<file path="src/rtl/alu_pipe.sv">
// Two-stage pipelined integer ALU (ADD/SUB/logic/compare/shift/PASSB, optional MUL via ALU_MUL_EN) with flags and tag.
// Latency 2 cycles, 1 op/cycle; S1 registers operands, S2 registers result and flags.
// Backpressure: valid/ready; a stalled output holds stable, in_ready drops when both stages are full; flush empties both.
module alu_pipe #(
  parameter int WIDTH = 32,
  parameter int TAG_W = 5
) (
  input  logic             clk,
  input  logic             rst_n,
  input  logic             flush,
  input  logic             in_valid,
  output logic             in_ready,
  input  logic [3:0]       in_op,
  input  logic [WIDTH-1:0] in_a,
  input  logic [WIDTH-1:0] in_b,
  input  logic [TAG_W-1:0] in_tag,
  output logic             out_valid,
  input  logic             out_ready,
  output logic [WIDTH-1:0] out_result,
  output logic [TAG_W-1:0] out_tag,
  output logic             out_zero,
  output logic             out_neg,
  output logic             out_carry,
  output logic             out_ovf,
  output logic             out_illegal
);

  localparam int SH_W = $clog2(WIDTH);

  localparam logic [3:0] OP_ADD   = 4'd0;
  localparam logic [3:0] OP_SUB   = 4'd1;
  localparam logic [3:0] OP_AND   = 4'd2;
  localparam logic [3:0] OP_OR    = 4'd3;
  localparam logic [3:0] OP_XOR   = 4'd4;
  localparam logic [3:0] OP_NOR   = 4'd5;
  localparam logic [3:0] OP_SLT   = 4'd6;
  localparam logic [3:0] OP_SLTU  = 4'd7;
  localparam logic [3:0] OP_SLL   = 4'd8;
  localparam logic [3:0] OP_SRL   = 4'd9;
  localparam logic [3:0] OP_SRA   = 4'd10;
  localparam logic [3:0] OP_PASSB = 4'd11;
`ifdef ALU_MUL_EN
  localparam logic [3:0] OP_MUL   = 4'd12;
`endif

  typedef struct packed {
    logic [3:0]       op;
    logic [WIDTH-1:0] a;
    logic [WIDTH-1:0] b;
    logic [TAG_W-1:0] tag;
  } s1_t;

  typedef struct packed {
    logic [WIDTH-1:0] result;
    logic [TAG_W-1:0] tag;
    logic             zero;
    logic             neg;
    logic             carry;
    logic             ovf;
    logic             illegal;
  } s2_t;

  s1_t  s1_q;
  s2_t  s2_q;
  s2_t  s2_nxt;
  logic s1_valid;
  logic s2_valid;
  logic s1_load;
  logic s2_load;

  logic             is_sub;
  logic [WIDTH-1:0] b_eff;
  logic [WIDTH:0]   sum;
  logic [SH_W-1:0]  shamt;
`ifdef ALU_MUL_EN
  logic [WIDTH-1:0] mul_lo;
`endif

  assign s2_load  = !s2_valid || out_ready;
  assign s1_load  = !s1_valid || s2_load;
  assign in_ready = s1_load || flush;

  always_comb begin
    is_sub = (s1_q.op == OP_SUB);
    // SUB reuses the adder as A + ~B + 1 so carry reads as "no borrow".
    b_eff  = is_sub ? ~s1_q.b : s1_q.b;
    sum    = {1'b0, s1_q.a} + {1'b0, b_eff} + {{WIDTH{1'b0}}, is_sub};
    shamt  = s1_q.b[SH_W-1:0];
`ifdef ALU_MUL_EN
    mul_lo = s1_q.a * s1_q.b;
`endif

    s2_nxt     = '0;
    s2_nxt.tag = s1_q.tag;
    case (s1_q.op)
      OP_ADD, OP_SUB: begin
        s2_nxt.result = sum[WIDTH-1:0];
        s2_nxt.carry  = sum[WIDTH];
        s2_nxt.ovf    = (s1_q.a[WIDTH-1] == b_eff[WIDTH-1]) &&
                        (sum[WIDTH-1] != s1_q.a[WIDTH-1]);
      end
      OP_AND:   s2_nxt.result = s1_q.a & s1_q.b;
      OP_OR:    s2_nxt.result = s1_q.a | s1_q.b;
      OP_XOR:   s2_nxt.result = s1_q.a ^ s1_q.b;
      OP_NOR:   s2_nxt.result = ~(s1_q.a | s1_q.b);
      OP_SLT:   s2_nxt.result = {{(WIDTH-1){1'b0}}, ($signed(s1_q.a) < $signed(s1_q.b))};
      OP_SLTU:  s2_nxt.result = {{(WIDTH-1){1'b0}}, (s1_q.a < s1_q.b)};
      OP_SLL:   s2_nxt.result = s1_q.a << shamt;
      OP_SRL:   s2_nxt.result = s1_q.a >> shamt;
      OP_SRA:   s2_nxt.result = $signed(s1_q.a) >>> shamt;
      OP_PASSB: s2_nxt.result = s1_q.b;
`ifdef ALU_MUL_EN
      OP_MUL:   s2_nxt.result = mul_lo;
`endif
      default:  s2_nxt.illegal = 1'b1;
    endcase
    s2_nxt.zero = (s2_nxt.result == '0);
    s2_nxt.neg  = s2_nxt.result[WIDTH-1];
  end

  // Data registers only load with a valid op so idle outputs stay at their reset value.
  always_ff @(posedge clk or negedge rst_n) begin
    if (!rst_n) begin
      s1_valid <= 1'b0;
      s2_valid <= 1'b0;
      s1_q     <= '0;
      s2_q     <= '0;
    end else if (flush) begin
      s1_valid <= 1'b0;
      s2_valid <= 1'b0;
    end else begin
      if (s2_load) begin
        s2_valid <= s1_valid;
        if (s1_valid) s2_q <= s2_nxt;
      end
      if (s1_load) begin
        s1_valid <= in_valid;
        if (in_valid) s1_q <= '{op: in_op, a: in_a, b: in_b, tag: in_tag};
      end
    end
  end

  assign out_valid   = s2_valid;
  assign out_result  = s2_q.result;
  assign out_tag     = s2_q.tag;
  assign out_zero    = s2_q.zero;
  assign out_neg     = s2_q.neg;
  assign out_carry   = s2_q.carry;
  assign out_ovf     = s2_q.ovf;
  assign out_illegal = s2_q.illegal;

endmodule

</file>
<file path="config.mk">
export PLATFORM = sky130hd
export DESIGN_NAME = alu_pipe
export DESIGN_NICKNAME = d
export VERILOG_FILES = /design/src/rtl/alu_pipe.sv
export SDC_FILE = /design/constraint.sdc
export NUM_CORES = 1
export LEC_CHECK = 0
export CORE_ASPECT_RATIO = 0.9
export CORE_MARGIN = 8
export CORE_UTILIZATION = 35
export CTS_BUF_LIST = sky130_fd_sc_hd__clkbuf_8
export DETAILED_ROUTE_END_ITERATION = 16
export PLACE_DENSITY_LB_ADDON = 0.25
export SLEW_MARGIN = 20
export SYNTH_ARGS = -nofsm -noshare
export SYNTH_HDL_FRONTEND = slang
export SYNTH_SLANG_ARGS = --single-unit
</file>
<file path="constraint.sdc">
create_clock -name clk -period 10.7 [get_ports clk]
set_input_delay 3.21 -clock clk [delete_from_list [all_inputs] [get_ports clk]]
set_output_delay 3.21 -clock clk [all_outputs]
set_load 0.01 [all_outputs]
</file>
# Yosys cells after proc, flatten, opt, wreduce, memory -nomap -nowiden
# Index checks and enable logic that the tools add are counted.
dict set report classes {
  addsub 2
  order_cmp 2
  eq_ne 13
  shifts 3
  n_mux 8
  bitwise 6
  reduce_logical 14
}
# op count
set ops {}
lappend ops {{$pmux W32 S11} 1}
lappend ops {{$lt A32 B32 Y1} 2}
lappend ops {{$not A32 Y32} 2}
lappend ops {{$add A32 B32 Y33} 1}
lappend ops {{$add A33 B1 Y33} 1}
lappend ops {{$and A32 B32 Y32} 1}
lappend ops {{$logic_not A32 Y1} 1}
lappend ops {{$mux W32} 1}
lappend ops {{$or A32 B32 Y32} 1}
lappend ops {{$shl A32 B5 Y32} 1}
lappend ops {{$shr A32 B5 Y32} 1}
lappend ops {{$sshr A32 B5 Y32} 1}
lappend ops {{$xor A32 B32 Y32} 1}
lappend ops {{$eq A4 B3 Y1 const B} 4}
lappend ops {{$eq A4 B4 Y1 const B} 4}
lappend ops {{$reduce_or A12 Y1} 1}
lappend ops {{$eq A4 B2 Y1 const B} 2}
lappend ops {{$reduce_and A3 Y1} 2}
lappend ops {{$mux W1} 5}
lappend ops {{$eq A4 B1 Y1 const B} 1}
lappend ops {{$logic_not A4 Y1} 1}
lappend ops {{$reduce_bool A2 Y1} 2}
lappend ops {{$logic_or A1 B1 Y1} 3}
lappend ops {{$logic_not A1 Y1} 2}
lappend ops {{other kinds (6)} 6}
dict set report totals {
  reg_bits 117
  input_bits 78
}

# Logic depth before layout (Yosys ltp)
# Gate-level depths: netlist of the first run.
dict set report depth {
  ltp_word 7
  depth_mapped 17
  ltp_nobuf 14
}

# Worst setup path before layout of the first run
# Ideal clock, no wire load.
dict set report synth_timing {
  path_kind {input to output}
  start {input out_ready}
  end {output in_ready}
  arrival_time_ns 3.785
  required_time_ns 7.490
  path_slack_ns 3.705
  path_stages 3
  path_cell_list {nor2b_1 > nand2_1 > or2_2}
}
dict set report synth_between {
  elab_chain_cells 3
}
# item line
set synth_rtl {}
lappend synth_rtl {{start, declared} 18} ;# input logic out_ready,
lappend synth_rtl {{$logic_or A1 B1 Y1} 79} ;# assign s2_load = !s2_valid || out_ready;
lappend synth_rtl {{$logic_or A1 B1 Y1} 80} ;# assign s1_load = !s1_valid || s2_load;
lappend synth_rtl {{$logic_or A1 B1 Y1} 81} ;# assign in_ready = s1_load || flush;
lappend synth_rtl {{end, declared} 12} ;# output logic in_ready,
# Every way passes these cells.

# Worst setup path in the final report of the first run
# Same ends and word-level chain as after synthesis.

==> qor.txt, run 1 <==
status: complete, no violations
crit start category: primary input
leading area contributor after synthesis: dfrtp_1
slowest CP cell: clkdlybuf4s50_1
CP Buf/Inv Count: 2
Synth Instances: 1,708
global-route usage over all layers: 25.6%
Tightest Hold Check Type: flop to flop
Max-Cap Viols: 0
RR Startpoint: s1_q[5]
DP Worst Slack: 2.74 ns
FF+latch count, synth: 116
largest fanout on the critical path: 4
Post-synth ARST share: 100%
main combinational cell family by area after synthesis: compound AO/OA/AOI/OAI gates
n_diodes: 0
clock buffer depth: 2
postcts setup bufs: 0
top cells by count, synth: nand2_1, ha_1, dfrtp_1
GP Congestion: 1.02
most used cell, CP: clkdlybuf4s50_1
FP Rows: 70
top post-synthesis cells by area: dfrtp_1, ha_1, mux2_2
DR pass1 iterations: 6
max incr delay on CP: 0.48 ns
mux cell area share after synthesis: 18.8%
worst-margin pin slew: 1.11 ns
CP cell instances: clkdlybuf4s50_1 > nor2b_1 > nand2_1 > or2_2 > clkdlybuf4s50_1
RSZ-0062 raised after global routing: false
Setup Total Neg Slack: 0 ns
CP delay by family, top: buffers and inverters
Final Hold Fails: 0
Post-Synth Simple-Gate Area: 17.3%
RR Endpoint: out_zero
Die X-Extent: 229 µm
Die Span Y: 207 µm
Finished Layout Cells: 2,308
wire length per cell: 27.0 µm
Worst Setup End Kind: primary output
Max Fclk: 126 MHz
I/O Buffers: 121
CTS tree: yes
die area: 47,400 µm²
vias in the first global route: 14.0k
H-tree Lvls: 4
area of the mapped netlist: 14,200 µm²
Crit path depth: 5
Clock Skew: 0.0124 ns
top-count cell post-synth: nand2_1
IO Count: 122
DP Cell Count: 2,276
ANT nets after route: 0
worst-skew pair later-pin latency: 0.51 ns
Rel. slew slack: 24.2%
Initial Utilization: 35.3%
top-area cell type share of the netlist area: 20.4%
drt drc: 0
Critical Path End: in_ready
syn nets: 1,920
Clock Sink Count: 116
Critical Path RT: 7.49 ns
CP Launch Point: out_ready
final setup fails: 0
post-synth cell types: 88
cts bufs inserted: 17
Leak: 6.82 nW
Layout Area Growth over Synthesis: 14.9%
WS Path Type: primary input to primary output
number of enable flip-flop cells after synthesis: 0
Peak VDD IR: 0.106 mV
Synth Area in XOR/XNOR: 2.89%
crit path time final: 7.95 ns
Synth Area in Compound Gates: 22.4%
Post-CTS Resized: 0
Hold Buf Count CTS: 0
worst setup margin: 2.75 ns
# nets final: 1,967
Cell Pwr Density: 184 nW/µm²
R2R cell count: 11
first-pass GRT wire length: 92.9 mm
vias per cell: 6.24
1st-iter DRT viols: 1,589
clk root buf: clkbuf_8
Final period util: 74.3%
sequential fraction of the synthesis area: 20.4%
syn_area_per_cell: 8.34 µm²
ys flop type: dfrtp_1
hpwl dp: 47.6 mm
global route total overflow: 0
Clock transition at path regs: 0.07 ns
Final Max Tran Viols: 0
reg2reg setup slack: 4.99 ns
layout cells sized above 1: 13.9%
initial antenna violation count: 5
largest net degree at the start of global routing: 65
total wire length: 62.4 mm
critical path arrival: 4.74 ns
Synth Warn #: 0
adder-cell share of the synthesized area: 11.8%
routed vias: 14.4k
area of the core: 40,400 µm²
==> state kept, by name, summed over array words and instances (netlist names) <==
name,flops
out_carry,1
out_illegal,1
out_ovf,1
out_result,32
out_tag,5
out_valid,1
out_zero,1
s1_q,73
s1_valid,1
==> worst register-to-register path: cells and delay by family (launching register included) <==
kind                   cells  cell delay [ns]
and+or+nand+nor            4             1.46
AOI/OAI and AO/OA          4             1.50
buffers and inverters      1             0.84
muxes                      2             0.94
DFF                        1             0.88
==> cells in the final DEF (no fill, tap or decap), types with 9 or more instances in the layout <==
master	Yosys	layout
o31ai_1	13	13
mux2_2	105	105
nor2b_1	26	26
mux4_2	31	31
nand2_1	202	202
nand2b_1	14	14
a211oi_1	19	19
o21ai_0	80	80
and3_1	9	9
or3_1	10	10
ha_1	133	133
xnor2_1	39	39
dfrtp_1	116	112
nand3_1	40	40
a22o_1	16	16
a21oi_1	97	97
a31oi_1	13	13
buf_4	8	46
a22oi_1	33	33
nor4_1	9	9
a221oi_1	14	14
clkbuf_8	0	19
nand4_1	17	17
o22ai_1	21	21
clkdlybuf4s50_1	0	120
mux2i_1	74	74
o211ai_1	25	25
o21a_1	14	14
inv_1	82	82
nor2_1	98	98
nor3_1	33	32
==> metal layers <==
metal  part of all wire [%]  global-route usage, %  vias to the layer above
met5                  0.059                      0                        -
met4                    3.5                   9.42                        6
met3                    9.4                   7.04                      127
met2                     43                   38.5                      697
met1                     44                   34.8                     7151
li1                       -                      -                     6415
==> cell type report <==
cell class                      instances  area (µm²)
Clock buffer                           19         262
Clock inverter                         13         195
Fill cell                            4121       24000
Inverter                               83         312
Multi-Input combinational cell       1371       10500
Sequential cell                       116        2910
Tap cell                              540         676
Timing Repair Buffer                  166        1550
==> cell families (layout without fill, tap and decap cells) <==
| kind of cell | after synthesis | count (layout) |
|---|---|---|
| xor gates and xnor gates | 47 | 47 |
| muxes | 214 | 214 |
| adders and majority gates | 134 | 134 |
| DFF | 116 | 116 |
| buffers and inverters | 221 | 281 |
| AOI/OAI and AO/OA | 464 | 464 |
| and+or+nand+nor | 512 | 512 |
==> through the flow <==
step | utilization (%) | power [mW] | hold WS (ns) | area, µm²
detailed placement | 39.4 | 2.49 | 0.453 | 15900
finish | 40.5 | 3.01 | 0.469 | 16400
global placement | 39.4 | 2.47 | 0.443 | 15900
floorplan | - | 1.81 | 0.433 | 14200
global route | 40.5 | 3.20 | 0.499 | 16400
CTS | 40.5 | 2.99 | 0.473 | 16400
==> power by group <==
| part | internal (mW) | switching [mW] | total, mW |
|---|---|---|---|
| clock network | 0.269 | 0.211 | 0.480 |
| logic | 0.737 | 1.11 | 1.85 |
| registers | 0.530 | 0.159 | 0.690 |
==> how the worst min path moves through the flow <==
| stage | end | start | depth (start not counted) | slack [ns] |
|---|---|---|---|---|
| CTS | out_tag[3] | s1_q[3] | 2 | 0.47 |
| global placement | out_tag[1] | s1_q[1] | 2 | 0.44 |
| detailed placement | out_tag[3] | s1_q[3] | 2 | 0.45 |
| global route | out_tag[4] | s1_q[4] | 2 | 0.50 |
| floorplan | out_tag[0] | s1_q[0] | 2 | 0.43 |
| finish | out_result[8] | out_result[8] | 2 | 0.47 |
Note: power is estimated with default switching activity, not from simulation.
==> run 2, diff against run 1 <==
==> constraint.sdc (replaced) <==
create_clock -name clk -period 7.8 [get_ports clk]
set_input_delay 2.34 -clock clk [delete_from_list [all_inputs] [get_ports clk]]
set_output_delay 2.34 -clock clk [all_outputs]
set_load 0.01 [all_outputs]
==> run 2 against run 1 <==
Non-clock buffer count increased by 7. Global-route usage increased by 0.37 points. Register-to-register slack got worse by 3.1 ns. Via count increased by 0.45%. Wire length increased by 2.1%. Largest cell class unchanged. Highest routed layer unchanged.
==> qor.txt, run 2 (same netlist as run 1, synthesis figures left out) <==
Critical Path RT: 5.46 ns (-2.03 ns)
vias per cell: 6.25 (+0.15%)
die area: 47,400 µm² (unchanged)
largest fanout on the critical path: 4 (unchanged)
Initial Utilization: 35.3% (unchanged)
hpwl dp: 48.9 mm (+2.9%)
RSZ-0062 raised after global routing: false
status: complete, no violations
Cell Pwr Density: 251 nW/µm² (+36%)
initial antenna violation count: 3 (-2)
Die X-Extent: 229 µm (unchanged)
cts bufs inserted: 17 (unchanged)
GP Congestion: 1.02 (-0.52%)
grt met3 use: 4.89% (-2.1 points)
global route total overflow: 0 (unchanged)
DR pass1 iterations: 5 (-1)
commonest non-fill, non-tap cell in the layout: nand2_1
Layout Area Growth over Synthesis: 15.1%
Tightest Hold Check Type: flop to flop
I/O Buffers: 121 (unchanged)
clock buffer depth: 2 (unchanged)
Clock Sink Count: 116 (unchanged)
Worst Setup End Kind: primary output
Die Span Y: 207 µm (unchanged)
crit start category: primary input
total wire length: 63.7 mm (+2.1%)
met2 usage: 39.5% (+1.0 points)
critical path arrival: 3.93 ns (-0.81 ns)
R2R cell count: 14 (+3)
1st-iter DRT viols: 1,865 (+17%)
IO Count: 122 (unchanged)
FP Rows: 70 (unchanged)
number of flip-flops in the largest register: 73 (unchanged)
Clock Skew: 0.0121 ns (-0.000267 ns)
HP Start: s1_q[4]
RR Startpoint: s1_q[69]
drt drc: 0 (unchanged)
Post-CTS Resized: 0 (unchanged)
Final Max Tran Viols: 0 (unchanged)
routed vias: 14.5k (+0.45%)
clk root buf: clkbuf_8
final setup fails: 0 (unchanged)
Crit path depth: 5 (unchanged)
area of the multi-input gates: 10,500 µm² (about the same)
global-route usage over all layers: 26.0% (+0.37 points)
vias in the first global route: 13.9k (-0.63%)
ANT nets after route: 0 (unchanged)
Leak: 6.86 nW (+0.49%)
slowest CP cell: clkdlybuf4s50_1
most frequent cells in the layout: nand2_1, ha_1, clkdlybuf4s50_1
WS Path Type: primary input to primary output
Hold Buf Count CTS: 0 (unchanged)
most used cell, CP: clkdlybuf4s50_1
CP delay by family, top: buffers and inverters
Rel. slew slack: 6.94% (-17 points)
CP cell instances: clkdlybuf4s50_1 > nor2b_1 > nand2_1 > or2_2 > clkdlybuf4s50_1
n_diodes: 0 (unchanged)
Largest Register: s1_q
worst-margin pin slew: 1.36 ns (+0.253 ns)
CTS tree: yes
Peak VDD IR: 0.123 mV (+17%)
CP Buf/Inv Count: 2 (unchanged)
layout cells sized above 1: 14.1% (+0.28 points)
RR Endpoint: out_zero
PnR Total Power: 4.12 mW (+37%)
CP Launch Point: out_ready
worst-skew pair later-pin latency: 0.51 ns (about the same)
Max Fclk: 160 MHz
Clock transition at path regs: 0.07 ns (about the same)
first-pass GRT wire length: 93.6 mm (+0.75%)
Sequential Area: 2910 µm² (unchanged)
grt met1 use: 36.3% (+1.5 points)
Setup Total Neg Slack: 0 ns (unchanged)
max incr delay on CP: 0.48 ns (about the same)
H-tree Lvls: 4 (unchanged)
postcts setup bufs: 0 (unchanged)
largest net degree at the start of global routing: 62 (-4.6%)
reg2reg setup slack: 1.86 ns (-3.13 ns)
Fillers: 4,146 (+0.61%)
Max-Cap Viols: 0 (unchanged)
# nets final: 1,974 (+0.36%)
Final Hold Fails: 0 (unchanged)
area of the core: 40,400 µm² (unchanged)
worst hold path depth: 2 (unchanged)
Final period util: 80.4%
Most Crowded Layer GR: met2
wire length per cell: 27.5 µm (+1.7%)
crit path time final: 6.27 ns
WHS Endpoint: out_tag[4]
## run 2: changes by cell type in the layout (fill, tap and decap cells not counted), sizes merged
cell / delta
buf: +7
bufinv: -1
clkbuf: +1
## run 2: tightest hold or removal path: stages (launching register included)
cell and delay [ns]:
dfrtp_1 0.34, nand2_1 0.05, nand2_1 0.05
## run 2: layer usage
layer | up-vias | wire [µm]
li1 | 6442 | -
met1 | 7088 | 28100
met2 | 806 | 27600
met3 | 123 | 5780
met4 | 2 | 2190
met5 | - | 13
## run 2: area by class of cell
class | count | share of cell area (%)
Clock inverter | 12 | 0.931
Timing Repair Buffer | 173 | 9.75
Inverter | 83 | 1.90
Sequential cell | 116 | 17.7
Multi-Input combinational cell | 1371 | 63.9
Clock buffer | 20 | 1.68
Tap cell | 540 | 4.12
## run 2: how the worst max path moves through the flow
stage	endpoint	slack (ns)
after floorplan	in_ready	2.55
after global placement	in_ready	1.57
after detailed placement	in_ready	1.51
after CTS	in_ready	1.50
after global routing	in_ready	1.44
final	in_ready	1.53
## run 2: report_power, final
group | switching (mW) | total [mW] | internal (mW) | leakage [nW]
Clock | 0.287 | 0.627 | 0.340 | 0.213
Combinational | 1.54 | 2.55 | 1.01 | 5.25
Sequential | 0.211 | 0.939 | 0.728 | 1.40
## run 2: stage by stage
step / instances / util (%) / setup slack, ns / cell area (µm²) / hold slack [ns]
detailed placement: 2283 / 39.6 / 1.51 / 16000 / 0.448
global route: 2315 / 40.6 / 1.44 / 16400 / 0.494
finish: 2315 / 40.6 / 1.53 / 16400 / 0.466
CTS: 2315 / 40.6 / 1.50 / 16400 / 0.468
global placement: 2283 / 39.5 / 1.57 / 16000 / 0.440
floorplan: 1708 / - / 2.55 / 14200 / 0.433
